==> src/rtl/resize_scan_controller.sv <==
`default_nettype none
// ============================================================================
// Module      : resize_scan_controller
// Description : Raster sequencer for the 2x upscaling path. Walks the source
//               frame, issues pixel reads, and turns the returned 24-bit
//               pixels into an r/g/b + horizontal_sync beat stream. Inserts
//               inter-line gaps, honours sink backpressure, flags frame end.
// Options     : SCAN_BOTTOM_UP_EN - issue rows from HEIGHT-1 down to 0
//               (BMP bottom-up order); default is top-down.
// Revision    : 1.0 - initial release
// ============================================================================
module resize_scan_controller #(
  parameter int WIDTH      = 384,
  parameter int HEIGHT     = 256,
  parameter int RD_LATENCY = 1,
  parameter int LINE_GAP   = 4,
  parameter int ADDR_W     = 17
) (
  input  logic              clock,
  input  logic              reset,
  input  logic              start,
  input  logic              sink_ready,
  output logic              rd_en,
  output logic [ADDR_W-1:0] rd_addr,
  input  logic [23:0]       rd_data,
  output logic [7:0]        r,
  output logic [7:0]        g,
  output logic [7:0]        b,
  output logic              horizontal_sync,
  output logic              busy,
  output logic              frame_done
);

  localparam int COL_W = (WIDTH > 1) ? $clog2(WIDTH) : 1;
  localparam int ROW_W = (HEIGHT > 1) ? $clog2(HEIGHT) : 1;
  localparam int GAP_W = (LINE_GAP > 1) ? $clog2(LINE_GAP) : 1;

  localparam logic [COL_W-1:0] c_col_last = COL_W'(WIDTH - 1);
  localparam logic [GAP_W-1:0] c_gap_last = (LINE_GAP > 0) ? GAP_W'(LINE_GAP - 1) : '0;

`ifdef SCAN_BOTTOM_UP_EN
  // Bottom-up: start on the last row; a row wrap steps back one row from the
  // column past the end, i.e. address moves by -(2*WIDTH-1).
  localparam logic [ROW_W-1:0]  c_row_first  = ROW_W'(HEIGHT - 1);
  localparam logic [ROW_W-1:0]  c_row_final  = '0;
  localparam logic [ROW_W-1:0]  c_row_step   = '1;
  localparam logic [ADDR_W-1:0] c_addr_first = ADDR_W'((HEIGHT - 1) * WIDTH);
  localparam logic [ADDR_W-1:0] c_addr_wrap  = ADDR_W'(0) - ADDR_W'(2 * WIDTH - 1);
`else
  // Top-down: addresses are simply contiguous across row boundaries.
  localparam logic [ROW_W-1:0]  c_row_first  = '0;
  localparam logic [ROW_W-1:0]  c_row_final  = ROW_W'(HEIGHT - 1);
  localparam logic [ROW_W-1:0]  c_row_step   = ROW_W'(1);
  localparam logic [ADDR_W-1:0] c_addr_first = '0;
  localparam logic [ADDR_W-1:0] c_addr_wrap  = ADDR_W'(1);
`endif

  typedef enum logic [2:0] {
    S_IDLE   = 3'd0,
    S_STREAM = 3'd1,
    S_GAP    = 3'd2,
    S_DRAIN  = 3'd3,
    S_DONE   = 3'd4
  } state_t;

  state_t                r_state;
  state_t                w_next;
  logic [COL_W-1:0]      r_col;
  logic [ROW_W-1:0]      r_row;
  logic [ADDR_W-1:0]     r_addr;
  logic [GAP_W-1:0]      r_gap;
  logic [RD_LATENCY-1:0] r_vld;
  logic [7:0]            r_r;
  logic [7:0]            r_g;
  logic [7:0]            r_b;
  logic                  r_hsync;
  logic                  r_busy;
  logic                  w_rd_en;
  logic                  w_frame_done;
  logic                  w_row_end;
  logic                  w_frame_end;
  logic                  w_tap;

  assign w_row_end   = (r_col == c_col_last);
  assign w_frame_end = w_row_end && (r_row == c_row_final);
  assign w_tap       = r_vld[RD_LATENCY-1];

  // State register.
  always_ff @(posedge clock or posedge reset) begin
    if (reset) r_state <= S_IDLE;
    else       r_state <= w_next;
  end

  // Next-state decode plus the read strobe and completion pulse.
  always_comb begin
    w_next       = r_state;
    w_rd_en      = 1'b0;
    w_frame_done = 1'b0;
    case (r_state)
      S_IDLE: begin
        if (start) w_next = S_STREAM;
      end
      S_STREAM: begin
        w_rd_en = sink_ready;
        if (sink_ready && w_row_end) begin
          if (w_frame_end)       w_next = S_DRAIN;
          else if (LINE_GAP > 0) w_next = S_GAP;
        end
      end
      S_GAP: begin
        if (r_gap == c_gap_last) w_next = S_STREAM;
      end
      S_DRAIN: begin
        // Pipeline empty means the final beat is on the output this cycle.
        if (r_vld == '0) w_next = S_DONE;
      end
      S_DONE: begin
        w_frame_done = 1'b1;
        w_next       = S_IDLE;
      end
      default: w_next = S_IDLE;
    endcase
  end

  // Scan position, read address and gap counter.
  always_ff @(posedge clock or posedge reset) begin
    if (reset) begin
      r_col  <= '0;
      r_row  <= '0;
      r_addr <= '0;
      r_gap  <= '0;
    end else begin
      if (r_state == S_IDLE && start) begin
        r_col  <= '0;
        r_row  <= c_row_first;
        r_addr <= c_addr_first;
      end else if (w_rd_en) begin
        r_col  <= w_row_end ? '0 : r_col + COL_W'(1);
        r_addr <= r_addr + (w_row_end ? c_addr_wrap : ADDR_W'(1));
        if (w_row_end) r_row <= r_row + c_row_step;
      end
      r_gap <= (r_state == S_GAP && w_next == S_GAP) ? r_gap + GAP_W'(1) : '0;
    end
  end

  // Valid shift register tracking outstanding reads; captures returned pixels.
  always_ff @(posedge clock or posedge reset) begin
    if (reset) begin
      r_vld   <= '0;
      r_r     <= '0;
      r_g     <= '0;
      r_b     <= '0;
      r_hsync <= 1'b0;
    end else begin
      r_vld[0] <= w_rd_en;
      for (int i = 1; i < RD_LATENCY; i++) r_vld[i] <= r_vld[i-1];
      r_hsync <= w_tap;
      if (w_tap) begin
        r_r <= rd_data[23:16];
        r_g <= rd_data[15:8];
        r_b <= rd_data[7:0];
      end
    end
  end

  // Busy covers every in-frame state; low again in the DONE cycle.
  always_ff @(posedge clock or posedge reset) begin
    if (reset) r_busy <= 1'b0;
    else       r_busy <= (w_next == S_STREAM) || (w_next == S_GAP) || (w_next == S_DRAIN);
  end

  assign rd_en           = w_rd_en;
  assign rd_addr         = r_addr;
  assign r               = r_r;
  assign g               = r_g;
  assign b               = r_b;
  assign horizontal_sync = r_hsync;
  assign busy            = r_busy;
  assign frame_done      = w_frame_done;

endmodule
`default_nettype wire

==> config.mk <==
export PLATFORM = sky130hd
export DESIGN_NAME = resize_scan_controller
export DESIGN_NICKNAME = d
export VERILOG_FILES = /design/src/rtl/resize_scan_controller.sv
export SDC_FILE = /design/constraint.sdc
export NUM_CORES = 1
export LEC_CHECK = 0
export BUFFER_PORTS_ARGS = -buffer_cell sky130_fd_sc_hd__buf_2
export CORE_MARGIN = 8
export CORE_UTILIZATION = 40
export DETAILED_ROUTE_END_ITERATION = 16
export HOLD_SLACK_MARGIN = 0.15
export PLACE_DENSITY_LB_ADDON = 0.2
export SLEW_MARGIN = 40
export SYNTH_ARGS = -nofsm -noshare
export SYNTH_HDL_FRONTEND = slang
export SYNTH_SLANG_ARGS = --single-unit
==> constraint.sdc <==
create_clock -name clock -period 3.6 [get_ports clock]
set_clock_uncertainty 0.1 [all_clocks]
set_input_delay 0 -clock clock [delete_from_list [all_inputs] [get_ports clock]]
set_output_delay 0 -clock clock [all_outputs]
set_load 0.05 [all_outputs]
==> results of run 1 <==
## worst max-delay path by stage
stage	endpoint	depth (start not counted)	start
after floorplan	rd_addr[14]$_DFFE_PP0P_	4	rd_addr[2]$_DFFE_PP0P_
after global placement	r_row[5]$_DFFE_PP0P_	5	r_state[0]$_DFF_PP0_
after detailed placement	r_row[7]$_DFFE_PP0P_	5	r_state[0]$_DFF_PP0_
after CTS	r_row[7]$_DFFE_PP0P_	5	r_state[0]$_DFF_PP0_
after global routing	r_row[1]$_DFFE_PP0P_	5	r_state[0]$_DFF_PP0_
final	r_row[7]$_DFFE_PP0P_	5	r_state[0]$_DFF_PP0_
## cells in the final DEF, fill, tap and decap left out, types with 2 or more instances in the layout
cell type      count
buf_2             72
dfrtp_1           65
dlygate4sd3_1     27
mux2_2            24
nor2_1            15
a21oi_1           14
clkbuf_8          13
nand2_1           12
o21ai_0           12
xor2_1            10
nand3_1            9
o31ai_1            9
inv_1              8
or3_1              7
or4_1              6
and4_1             5
nand4_1            4
and3_1             4
ha_1               4
nor3_1             3
mux2i_1            3
buf_4              3
nand3_2            2
a22o_1             2
and2_1             2
o211ai_2           2
o2111ai_1          2
nor2b_1            2
o211ai_1           2
a311oi_1           2
nor3b_1            2
clkbuf_1           2
## state kept, by name, indices dropped and copies added (netlist names)
| name | flops |
|---|---|
| b | 8 |
| r_state | 3 |
| g | 8 |
| r_col | 9 |
| r_gap | 2 |
| r | 8 |
| busy | 1 |
| r_row | 8 |
| horizontal_sync | 1 |
| rd_addr | 17 |
| r_vld | 1 |
## kinds of logic (layout without fill, tap and decap cells)
| group | Yosys count | in the layout | synth area share |
|---|---|---|---|
| fa+ha+maj | 4 | 4 | 0.0166 |
| simple gates | 81 | 81 | 0.160 |
| mux | 27 | 27 | 0.0998 |
| flops | 66 | 66 | 0.549 |
| buf+inv | 20 | 128 | 0.0287 |
| compound gates | 50 | 50 | 0.114 |
| xor+xnor | 11 | 11 | 0.0320 |
## cell usage after synthesis, types with 6 or more instances
master	instances	area, sq um
nand3_1	9	45.0
o21ai_0	12	60.1
inv_1	9	33.8
clkbuf_1	7	26.3
or3_1	7	43.8
dfrtp_1	66	1650
nand2_1	12	45.0
o31ai_1	9	67.6
xor2_1	10	87.6
nor2_1	15	56.3
mux2_2	24	270
a21oi_1	14	70.1
or4_1	6	45.0
## power breakdown
group / leakage [nW] / switching (mW) / total [mW] / internal (mW)
clock: 0.110 / 0.258 / 0.655 / 0.397
combinational: 0.901 / 0.308 / 0.450 / 0.142
sequential: 0.825 / 0.0750 / 0.898 / 0.823
total: 1.84 / 0.641 / 2.00 / 1.36
## tightest hold or removal path, delay by kind of cell
family | cells | cell delay [ns]
buffers and inverters | 3 | 1.07
## area by class of cell
cell class	count	share of cell area
well taps	99	0.0313
clock buffers	15	0.0471
clock inverters	1	0.00758
repair buffers	102	0.165
flip-flops and latches	66	0.417
inverters	10	0.0104
multi-input cells	173	0.321
## per-layer routing
layer / wire [um] / part of all wire
met5: 0 / 0
met4: 59 / 0.0088
met3: 465 / 0.069
met2: 3260 / 0.48
met1: 2960 / 0.44
## what timing repair did
item                                    in CTS  in global routing
setup buffers                                0                  0
hold buffers                                27                  0
endpoints found under the setup margin       0                  0
hold endpoints to repair                   101                  0
==> flow_summary_export.csv, run 1 <==
group,metric,value,unit
worst_setup_path,crit_buf_inv,1,
die,row_count,31,
worst_setup_path,crit_arrival,2.57,ns
place,dp_hpwl,4.58,mm
logic_synthesis,syn_area,0.00301,sq mm
route,post_drt_via_cell_ratio,5.12,
timing,timing.final.hold_violations,0,
worst_setup_path,crit_fanout,14,
timing,setup_violations,0,
grt,grt_use_met1,0.163,
finish,fillers,650,
place,io_buffers,72,
die,die_area,0.0106,sq mm
die,dieWidth,103,um
worst_setup_path,r2r_cells,5,
route,finalWirelength,6.74,mm
timing,worst_pin_slew,0.679,ns
finish,multiInputGateArea,0.00127,sq mm
grt,grt_pass1_wl,11.4,mm
logic_synthesis,syn_area_per_cell,11.6,sq um
logic_synthesis,yosys_most_used_dff,"dfrtp_1",
worst_setup_path,required,3.75,ns
route,postRouteAntennaNets,0,
clocking,clkLatencyLatePin,0.33,ns
finish,final_cells,466,
power,total_power,2.00,mW
worst_setup_path,timing.rr.end,"r_row[7]$_DFFE_PP0P_",
clocking,clk_pin_slew,0.07,ns
finish,n_antenna_cell,0,
finish,fin_area,0.00396,sq mm
logic_synthesis,synth_edf_count,0,
worst_setup_path,worst_setup_path_end_kind,"flip-flop",
grt,grtUsageTotal,0.138,
timing,relSlewSlack,0.545,
route,initialDrtViolationCount,77,
worst_setup_path,rr_startpoint,"r_state[0]$_DFF_PP0_",
clocking,clockBufferDepth,2,
timing,period_needed,2.42,ns
timing,max_clock_freq,413,MHz
place,dp_slack,1.20,ns
clocking,htreeDepth,3,
job,cap_viol_max_count,0,
worst_setup_path,critPathLaunchType,"flip-flop",
clocking,cts_root_buf,"clkbuf_8",
finish,area_growth,31.5,%
timing,whs,0.183,ns
logic_synthesis,ys_types,45,
grt,grt_use_met2,0.225,
timing,rsz0062_at_grt,"no",
grt,grt_max_degree,47,
timing,timing.final.ws_setup,1.18,ns
power,peakVddDrop,0.000238,V
die,start_util,0.415,
logic_synthesis,synthArstFlopShare,1.00,
power,p_leak,1.84,nW
worst_setup_path,worstSetupPathType,"reg2reg",
worst_setup_path,cp_top_family,"simple AND/OR/NAND/NOR gates",
die,dieHeight,103,um
route,drc_errors,0,
power,power_density,506,mW/mm^2
die,core_area,0.00725,sq mm
grt,overflow,0,
grt,grt.met3_usage,0.0500,
status,outcome,"completed",
worst_setup_path,slowest_delay,0.65,ns
logic_synthesis,ys_warn_count,0,
worst_setup_path,crit_chain,"nor4b_4 -> buf_4 -> o211ai_4 -> or4_1 -> a21oi_1",
logic_synthesis,synth_nets,291,
place,placed_cell_area,0.00347,sq mm
place,dp.cells,423,
worst_setup_path,cpMaxStageDelayCell,"nor4b_4",
finish,nets,394,
grt,busiest_layer,"met2",
logic_synthesis,syn_inst,259,
die,ios,73,
clocking,clock_sinks,66,
clocking,cts_buffers,9,
worst_setup_path,timing.reg2reg.setup_slack,1.18,ns
finish,final_core_util,0.546,
logic_synthesis,synth-seq-cells,66,
timing,setup_tns,0,ns
place,gp_congestion,0.811,
grt,antenna_found_initial,0,
finish,final_layout_size_suffix_gt1_frac,0.338,
timing,slew_viol_final,0,
logic_synthesis,ys_seq_area_frac,0.549,
timing,fin_crit_sh,0.672,
route,routedWlPerCell,14.5,um
grt,grt_pass1_vias,2482,
min_path,min_path_type,"in2async",
route,drtPass1Iterations,4,
finish,final-seq-area,0.00165,sq mm
clocking,cts_tree,"done",
clocking,ctsResizeCount,0,
route,via_count,2384,
No activity file was read; power rests on OpenSTA's default activity.
==> inputs of run 2 (changes only) <==
- ABC_AREA: default -> 1
- clock period: 3.6 -> 2.4 ns (I/O delays scaled with it)
==> flow_summary_export.csv, run 2 <==
group,metric,value,unit
worst_setup_path,required,2.57,ns
finish,fin_area,0.00430,sq mm
logic_synthesis,ys_warn_count,0,
logic_synthesis,synth_nets,415,
clocking,htreeDepth,3,
die,ios,73,
finish,nets,518,
status,outcome,"completed",
clocking,clock_sinks,66,
worst_setup_path,crit_chain,"nor2_2 -> nand3_4 -> nand2_4 -> inv_2 -> o21ai_0 -> nand2_1 -> nor2_1",
timing,slew_viol_final,0,
route,routedWlPerCell,13.1,um
clocking,clockBufferDepth,2,
power,p_sw,1.19,mW
power,peakVddDrop,0.000292,V
worst_setup_path,worstSetupPathType,"reg2reg",
die,row_count,33,
die,core_area,0.00813,sq mm
timing,setup_tns,0,ns
route,postRouteAntennaNets,0,
place,dp.cells,553,
route,finalWirelength,7.79,mm
timing,worst_pin_slew,0.580,ns
clocking,holdBufCountCts,27,
die,dieHeight,107,um
worst_setup_path,worst_setup_path_end_kind,"flip-flop",
logic_synthesis,yosysTopAreaCellShare,0.495,
clocking,clk_pin_slew,0.07,ns
timing,fin_crit_sh,0.787,
finish,area_growth,28.9,%
power,p_leak,2.24,nW
finish,n_antenna_cell,0,
grt,grtUsageTotal,0.146,
grt,grt_pass1_wl,13.7,mm
route,post_drt_via_cell_ratio,4.75,
power,seq_power_share,0.398,
logic_synthesis,ys_top_cells_by_area,"dfrtp_1 50%, nand2_1 11%, mux2_2 8.1%, inv_1 6.1%, nand3_1 4.2%",
clocking,cts_tree,"done",
timing,timing.final.hold_violations,0,
finish,final_cells,596,
power,netSwitchingFraction,0.344,
worst_setup_path,cpMaxStageDelayCell,"dfrtp_1",
logic_synthesis,syn_area,0.00334,sq mm
place,dp_hpwl,5.33,mm
finish,final_common_cell,"nand2_1",
grt,overflow,0,
clocking,post_cts_buffers,0,
power,share_comb_of_total_power,0.270,
logic_synthesis,synth-seq-cells,66,
place,io_buffers,72,
logic_synthesis,synth_common_cells,"96 x nand2_1, 66 x dfrtp_1, 54 x inv_1",
logic_synthesis,synthArstFlopShare,1.00,
timing,period_needed,1.89,ns
route,drtPass1Iterations,4,
finish,final_layout_size_suffix_gt1_frac,0.261,
job,cap_viol_max_count,0,
grt,grt_max_degree,67,
logic_synthesis,yosysTopAreaCell,"dfrtp_1",
logic_synthesis,syn_area_per_cell,8.71,sq um
worst_setup_path,crit_fanout,25,
logic_synthesis,ys_seq_area_frac,0.495,
finish,final_core_util,0.529,
die,start_util,0.410,
clocking,ctsResizeCount,0,
timing,max_clock_freq,529,MHz
worst_setup_path,crit_arrival,2.06,ns
power,p_clk_frac,0.333,
timing,relSlewSlack,0.610,
logic_synthesis,synth_edf_count,0,
power,intPower,2.28,mW
timing,setup_violations,0,
timing,whs,0.181,ns
die,die_area,0.0115,sq mm
clocking,clkLatencyLatePin,0.34,ns
min_path,min_path_type,"in2async",
logic_synthesis,syn_inst,383,
finish,largest_reg_flops,17,
place,placed_cell_area,0.00378,sq mm
route,drc_errors,0,
finish,mostFrequentLayoutCells,"96 x nand2_1, 72 x buf_2, 66 x dfrtp_1",
logic_synthesis,synth.most_common_cell,"nand2_1",
place,gp_congestion,0.831,
logic_synthesis,yosys_most_used_dff,"dfrtp_1",
timing,rsz0062_at_grt,"no",
clocking,cts_buffers,9,
logic_synthesis,ys_types,32,
worst_setup_path,critPathLaunchType,"flip-flop",
clocking,cts_root_buf,"clkbuf_8",
grt,antenna_found_initial,0,
power,power_density,807,mW/mm^2
die,dieWidth,107,um
worst_setup_path,slowest_delay,0.47,ns
route,initialDrtViolationCount,93,
grt,grt_pass1_vias,2860,
route,via_count,2830,
[run 2: cells by family (layout without fill, tap and decap cells)]
group / Yosys count / in the layout / synth area share
muxes: 25 / 25 / 0.0840
xor gates and xnor gates: 4 / 4 / 0.0105
buffers and inverters: 67 / 175 / 0.0900
and+or+nand+nor: 195 / 195 / 0.267
DFF: 66 / 66 / 0.495
AOI/OAI and AO/OA: 22 / 22 / 0.0386
adders and majority gates: 4 / 4 / 0.0150
[run 2: per-stage QoR]
| step | total power [mW] | worst slack, ns |
|---|---|---|
| after floorplan | 2.08 | 0.613 |
| after global placement | 2.29 | 0.549 |
| after detailed placement | 2.31 | 0.519 |
| after CTS | 3.52 | 0.497 |
| after global routing | 3.67 | 0.288 |
| final | 3.47 | 0.510 |
[run 2: power by group through the flow]
stage | Clock (mW) | Sequential [mW] | Combinational [mW]
global placement | 0 | 1.40 | 0.897
global route | 1.25 | 1.41 | 1.01
detailed placement | 0 | 1.40 | 0.908
finish | 1.15 | 1.38 | 0.935
floorplan | 0 | 1.76 | 0.323
CTS | 1.19 | 1.38 | 0.943
[run 2: path summary, 6_finish.rpt]
check	startpoint	end	slack [ns]	depth (start not counted)
min in group clock	rd_data[1]	b[1]$_DFFE_PP0P_	0.33	3
max in group asynchronous	reset	r_state[2]$_DFF_PP0_	1.75	4
max reg2reg	r_state[0]$_DFF_PP0_	r_col[3]$_DFFE_PP0P_	0.51	7
max	r_state[0]$_DFF_PP0_	r_col[3]$_DFFE_PP0P_	0.51	7
min reg2reg	r_gap[0]$_DFF_PP0_	r_gap[0]$_DFF_PP0_	0.34	1
min	reset	r[4]$_DFFE_PP0P_	0.18	4
[run 2: layout make-up]
cell class | instances | area (sq um)
fillers | 739 | 3830
flip-flops and latches | 66 | 1650
multi-input cells | 250 | 1380
repair buffers | 101 | 658
inverters | 58 | 223
clock buffers | 12 | 155
well taps | 105 | 131
clock inverters | 4 | 97.6
[run 2: critical path, delay by kind of cell, from the launching register on]
family | cells | cell delay (ns)
compound gates | 1 | 0.17
simple gates | 5 | 0.91
buf+inv | 1 | 0.17
flops | 1 | 0.47
[run 2: metal layers]
layer | global-route usage | vias to the layer above | share of wire
met5 | 0 | - | 0
met4 | 0.0673 | 0 | 0.016
met3 | 0.0521 | 11 | 0.092
met2 | 0.217 | 84 | 0.44
met1 | 0.186 | 1302 | 0.46
li1 | - | 1433 | -
